[config.mk]
export PLATFORM = sky130hd
export DESIGN_NAME = reaction_timer_fsm
export DESIGN_NICKNAME = d
export VERILOG_FILES = /design/src/rtl/reaction_timer_fsm.sv
export SDC_FILE = /design/constraint.sdc
export NUM_CORES = 1
export LEC_CHECK = 0
export ABC_AREA = 1
export BUFFER_PORTS_ARGS = -buffer_cell sky130_fd_sc_hd__buf_4
export CORE_AREA = 10 10 136 138
export DETAILED_ROUTE_END_ITERATION = 6
export DIE_AREA = 0 0 146 148
export PLACE_DENSITY_LB_ADDON = 0.3
export SETUP_SLACK_MARGIN = 0.1
export SLEW_MARGIN = 10
export SYNTH_ARGS = -nofsm -noshare
export SYNTH_HDL_FRONTEND = slang
export SYNTH_SLANG_ARGS = --single-unit
[constraint.sdc]
create_clock -name clk -period 5 [get_ports clk]
set_input_delay 0.25 -clock clk [delete_from_list [all_inputs] [get_ports clk]]
set_output_delay 0.25 -clock clk [all_outputs]
set_load 0.005 [all_outputs]
[src/rtl/reaction_timer_fsm.sv]
// Reaction-time game controller: arms on a button press, waits a pseudo-random
// delay, lights GO, then counts ms ticks until the next press freezes the result.
module reaction_timer_fsm #(
  parameter int unsigned TICK_DIV     = 50000,
  parameter int unsigned MIN_DELAY_MS = 1000,
  parameter int unsigned RAND_BITS    = 11,
  parameter int unsigned LOCKOUT_MS   = 20,
  parameter logic [15:0] LFSR_SEED    = 16'hACE1
) (
  input  logic        clk,
  input  logic        resetn,
  input  logic        b,
  output logic [23:0] timecount,
  output logic        led,
  output logic        done,
  output logic        false_start,
  output logic [2:0]  state
);

  typedef enum logic [2:0] {
    S_IDLE  = 3'd0,
    S_WAIT  = 3'd1,
    S_GO    = 3'd2,
    S_DONE  = 3'd3,
    S_FALSE = 3'd4
  } state_t;

  localparam int PW = (TICK_DIV > 1) ? $clog2(TICK_DIV) : 1;
  localparam int DW = $clog2(MIN_DELAY_MS + (1 << RAND_BITS));
  localparam int LW = (LOCKOUT_MS > 0) ? $clog2(LOCKOUT_MS + 1) : 1;

  localparam logic [PW-1:0] PRE_LAST  = PW'(TICK_DIV - 1);
  localparam logic [DW-1:0] DELAY_MIN = DW'(MIN_DELAY_MS);
  localparam logic [LW-1:0] LOCK_LOAD = LW'(LOCKOUT_MS);

  state_t        state_q, state_d;
  logic [23:0]   tc_q, tc_d;
  logic [DW-1:0] delay_q, delay_d;
  logic [PW-1:0] presc;
  logic [LW-1:0] lockout;
  logic [15:0]   lfsr;
  logic          s1, s2, s3;
  logic [1:0]    warm;
  logic          tick, press, moving;

  // warm gates the first cycles after reset so a button already held low
  // (synchronizer preset to 1) is not mistaken for a fresh press.
  assign tick   = (presc == PRE_LAST);
  assign press  = s3 & ~s2 & (lockout == '0) & (warm == 2'd3);
  assign moving = (state_d != state_q);

  // NOTE: every flop uses <= so all registers sample the same pre-edge values.
  always_ff @(posedge clk or negedge resetn) begin
    if (!resetn) begin
      s1   <= 1'b1;
      s2   <= 1'b1;
      s3   <= 1'b1;
      warm <= '0;
      lfsr <= LFSR_SEED;
    end else begin
      s1 <= b;
      s2 <= s1;
      s3 <= s2;
      if (warm != 2'd3) warm <= warm + 2'd1;
      lfsr <= {lfsr[14:0], lfsr[15] ^ lfsr[13] ^ lfsr[12] ^ lfsr[10]};
    end
  end

  always_ff @(posedge clk or negedge resetn) begin
    if (!resetn) begin
      presc   <= '0;
      lockout <= '0;
    end else begin
      if (moving || tick) presc <= '0;
      else                presc <= presc + PW'(1);
      if (press)                        lockout <= LOCK_LOAD;
      else if (tick && lockout != '0)   lockout <= lockout - LW'(1);
    end
  end

  // NOTE: defaults first so every path assigns every output and no latch is inferred.
  always_comb begin
    state_d = state_q;
    tc_d    = tc_q;
    delay_d = delay_q;
    case (state_q)
      S_IDLE, S_DONE, S_FALSE: begin
        if (press) begin
          state_d = S_WAIT;
          tc_d    = '0;
          delay_d = DELAY_MIN + DW'(lfsr[RAND_BITS-1:0]);
        end
      end
      S_WAIT: begin
        if (press) begin
          state_d = S_FALSE;
        end else if (tick) begin
          if (delay_q == '0) state_d = S_GO;
          else               delay_d = delay_q - DW'(1);
        end
      end
      S_GO: begin
        // A press on a tick cycle wins, freezing the pre-increment count.
        if (press)                        state_d = S_DONE;
        else if (tick && tc_q != '1)      tc_d    = tc_q + 24'd1;
      end
      default: begin
        state_d = S_IDLE;
        tc_d    = '0;
      end
    endcase
  end

  always_ff @(posedge clk or negedge resetn) begin
    if (!resetn) begin
      state_q     <= S_IDLE;
      tc_q        <= '0;
      delay_q     <= '0;
      led         <= 1'b0;
      done        <= 1'b0;
      false_start <= 1'b0;
    end else begin
      state_q     <= state_d;
      tc_q        <= tc_d;
      delay_q     <= delay_d;
      led         <= (state_d == S_GO);
      done        <= (state_d == S_DONE);
      false_start <= (state_d == S_FALSE);
    end
  end

  assign state     = state_q;
  assign timecount = tc_q;

endmodule
==> qor.csv <==
stage,metric,value,unit
grt,grt_antenna_before_repair,0,
routing,drt-total-wl,10700,um
yosys,synth_top_area_share,39.4,%
routing,ant_nets,0,
grt,grt_pass1_vias,3782,
cts,clk_latency,350,ps
run_status,run_status,completed,
grt,grt-ovfl-total,0,
cts,cts_root_buf,clkbuf_16,
cts,cts_buffers,9,
cts,cts_tree,done,
yosys,synth_xor_area_share,7.36,%
final_layout,antenna_cells,0,
yosys,syn_area,4640,um2
routing,num_vias,3812,
cts,hold_buffers,2,
yosys,synthMostInstantiatedCell,nand2_1,
routing,first_pass_iters,4,
yosys,post_synth.cell_area_avg,7.59,um2
yosys,synthAdderAreaFrac,1.89,%
pwr,power.leakage,2.46,nW
yosys,async_reset_ff_share,100,%
timing,final_max_slew_viol_count,0,
yosys,ys_ff_latch,84,
final_layout,drive_above_1_share,13.2,%
cts,cts_resized,0,
yosys,synth_top_family_by_area,simple AND/OR/NAND/NOR gates,
placed_design,port-buffer-count,32,
yosys,yosys_warnings,0,
grt,grt_first_pass_wirelength,18300,um
floorplanning,core,15700,um2
floorplanning,die_h,148,um
critical_path,end_kind,register,
floorplanning,dieArea,21600,um2
grt,grt_max_degree,70,
pwr,irDropWorstVdd,0.189,mV
routing,drc,0,
floorplanning,initial_core_util,29.5,%
routing,dr.first_iter.drc_count,206,
cts,clockBufferDepth,2,
timing,fin_crit_sh,50.7,%
timing,grt_setup_unrepaired,no,
routing,avgViaCountPerCell,4.39,
placed_design,dp_hpwl,7900,um
cts,cts_setup_buffers,0,
cts,clk_pin_slew,60,ps
yosys,synthTopCellsByArea,"dfrtp_1 (39%), nand2_1 (15%), dfstp_2 (6.2%)",
yosys,yosysUniqueCellTypes,33,
yosys,synth_simple_gate_area_share,32.7,%
grt,grt_usage,10.3,%
floorplanning,io_pins,33,
timing,max_slew_margin,40.5,%
min_path,min_path_type,input pin to async pin,
routing,routedWlPerCell,12.4,um
timing,fin_skew,7.68,ps
yosys,synth-compound-area-share,5.39,%
critical_path,cp_max_fo,16,
yosys,synth-edff-count,0,
critical_path,arrival,2800,ps
floorplanning,fp-row-count,46,
yosys,synth_area_leader_cell,dfrtp_1,
critical_path,critical_path_class,register to register,
floorplanning,die_width,146,um
flow_run,drv_cap,0,
timing,period_minus_slack,2540,ps
placed_design,place_congestion,0.844,
yosys,syn_nets,621,
cts,numClockSinks,84,
critical_path,critPathRequiredTime,5270,ps
pwr,p_per_area,382,nW/um2
cts,cts_max_level,3,
yosys,syn_inst,611,
timing,worst_pin_slew,892,ps
yosys,synth_seq_area_share,45.6,%
final_layout,nets,657,
yosys,yosys-top-cells-count,"nand2_1 (183), nor2_1 (74), dfrtp_1 (73)",
timing,max_freq,0.394,GHz
yosys,ys.flop_type,dfrtp_1,
final_layout,area_growth,16.7,%
final_layout,utilization,34.5,%
timing,hold_viol,0,
yosys,synthMuxAreaShare,0.243,%
timing,setup_viol,0,
timing,tns,0,ps
critical_path,worst_setup_path_start_kind,register,
-- state kept, by name (all words and copies together) (netlist names) --
register,flops
timecount,24
lfsr,16
presc,16
delay_q,12
lockout,5
state,3
warm,2
done,1
false_start,1
led,1
s1,1
s2,1
s3,1
-- area by class of cell --
class / instances / area, um2
tap: 216 / 270
sequential: 84 / 2120
fill: 1649 / 10300
timing repair buffer: 35 / 268
clock buffer: 10 / 229
inverter: 70 / 263
multi-input combinational: 447 / 2210
clock inverter: 6 / 65.1
-- per-stage QoR --
step	area [um2]	power, mW	cells	worst slack (ps)	hold WS [ps]
detailed placement	5100	1.42	850	2450	123
CTS	5420	2.11	868	2420	287
floorplan	4640	1.30	611	3100	-45.6
global placement	5100	1.42	850	2540	122
finish	5420	2.07	868	2460	290
global route	5420	2.23	868	2100	328
-- cells by family (layout without fill, tap and decap cells) --
kind of cell	after synthesis	count (layout)
adder cells (fa/ha/maj)	7	7
flip-flops	84	84
multiplexers	1	1
buffers and inverters	80	121
XOR/XNOR	39	39
AND/OR/NAND/NOR	353	353
AO/OA/AOI/OAI	47	47
-- placed cells by master, fill, tap and decap left out, types with 3 or more instances in the layout --
master	netlist	layout
nand2_1	183	183
nor2_1	74	74
dfrtp_1	73	73
inv_1	67	67
nand3_1	44	44
o21ai_0	34	34
buf_4	2	33
xor2_1	27	27
nor2_2	17	17
nor3_1	16	16
xnor2_1	12	12
dfstp_2	11	11
nand4_1	9	9
clkbuf_16	0	9
ha_1	7	7
a21oi_1	5	5
inv_2	3	3
-- path summary, 6_finish.rpt --
kind,start,end,slack [ps],cells past startpoint
min in group clk,lfsr[14]$_DFF_PN0_,lfsr[15]$_DFF_PN1_,350,0
max reg2reg,state[1]$_DFF_PN0_,presc[4]$_DFF_PN0_,2460,10
min,resetn,lfsr[9]$_DFF_PN0_,290,2
min reg2reg,lfsr[14]$_DFF_PN0_,lfsr[15]$_DFF_PN1_,350,0
max in group asynchronous,resetn,timecount[22]$_DFFE_PN0P_,3580,3
max,state[1]$_DFF_PN0_,presc[4]$_DFF_PN0_,2460,10
-- report_power, final --
part	leakage [nW]	internal, mW	switching (mW)
Clock	0.143	0.388	0.278
Sequential	1.10	0.754	0.0685
Combinational	1.22	0.171	0.407
Total	2.46	1.31	0.754
-- per-layer routing --
layer / routed length (um) / vias to the layer above / global-route usage, % / part of all wire (%)
met2: 4950 / 50 / 16.7 / 46
met4: 186 / 0 / 3.85 / 1.7
met1: 5170 / 1756 / 12.8 / 48
met3: 424 / 12 / 2.99 / 4.0
met5: 0 / - / 0 / 0
li1: - / 1994 / - / -
-- worst max-delay path, stage by stage, from the launching register on --
cell	delay, ps
dfrtp_1	420
inv_1	80
nor2_1	130
inv_1	70
nor2_2	520
inv_1	390
o21ai_0	210
a21oi_1	70
nor2_1	110
nand2_2	260
nor2_1	190
No activity file was read; power rests on OpenSTA's default activity.
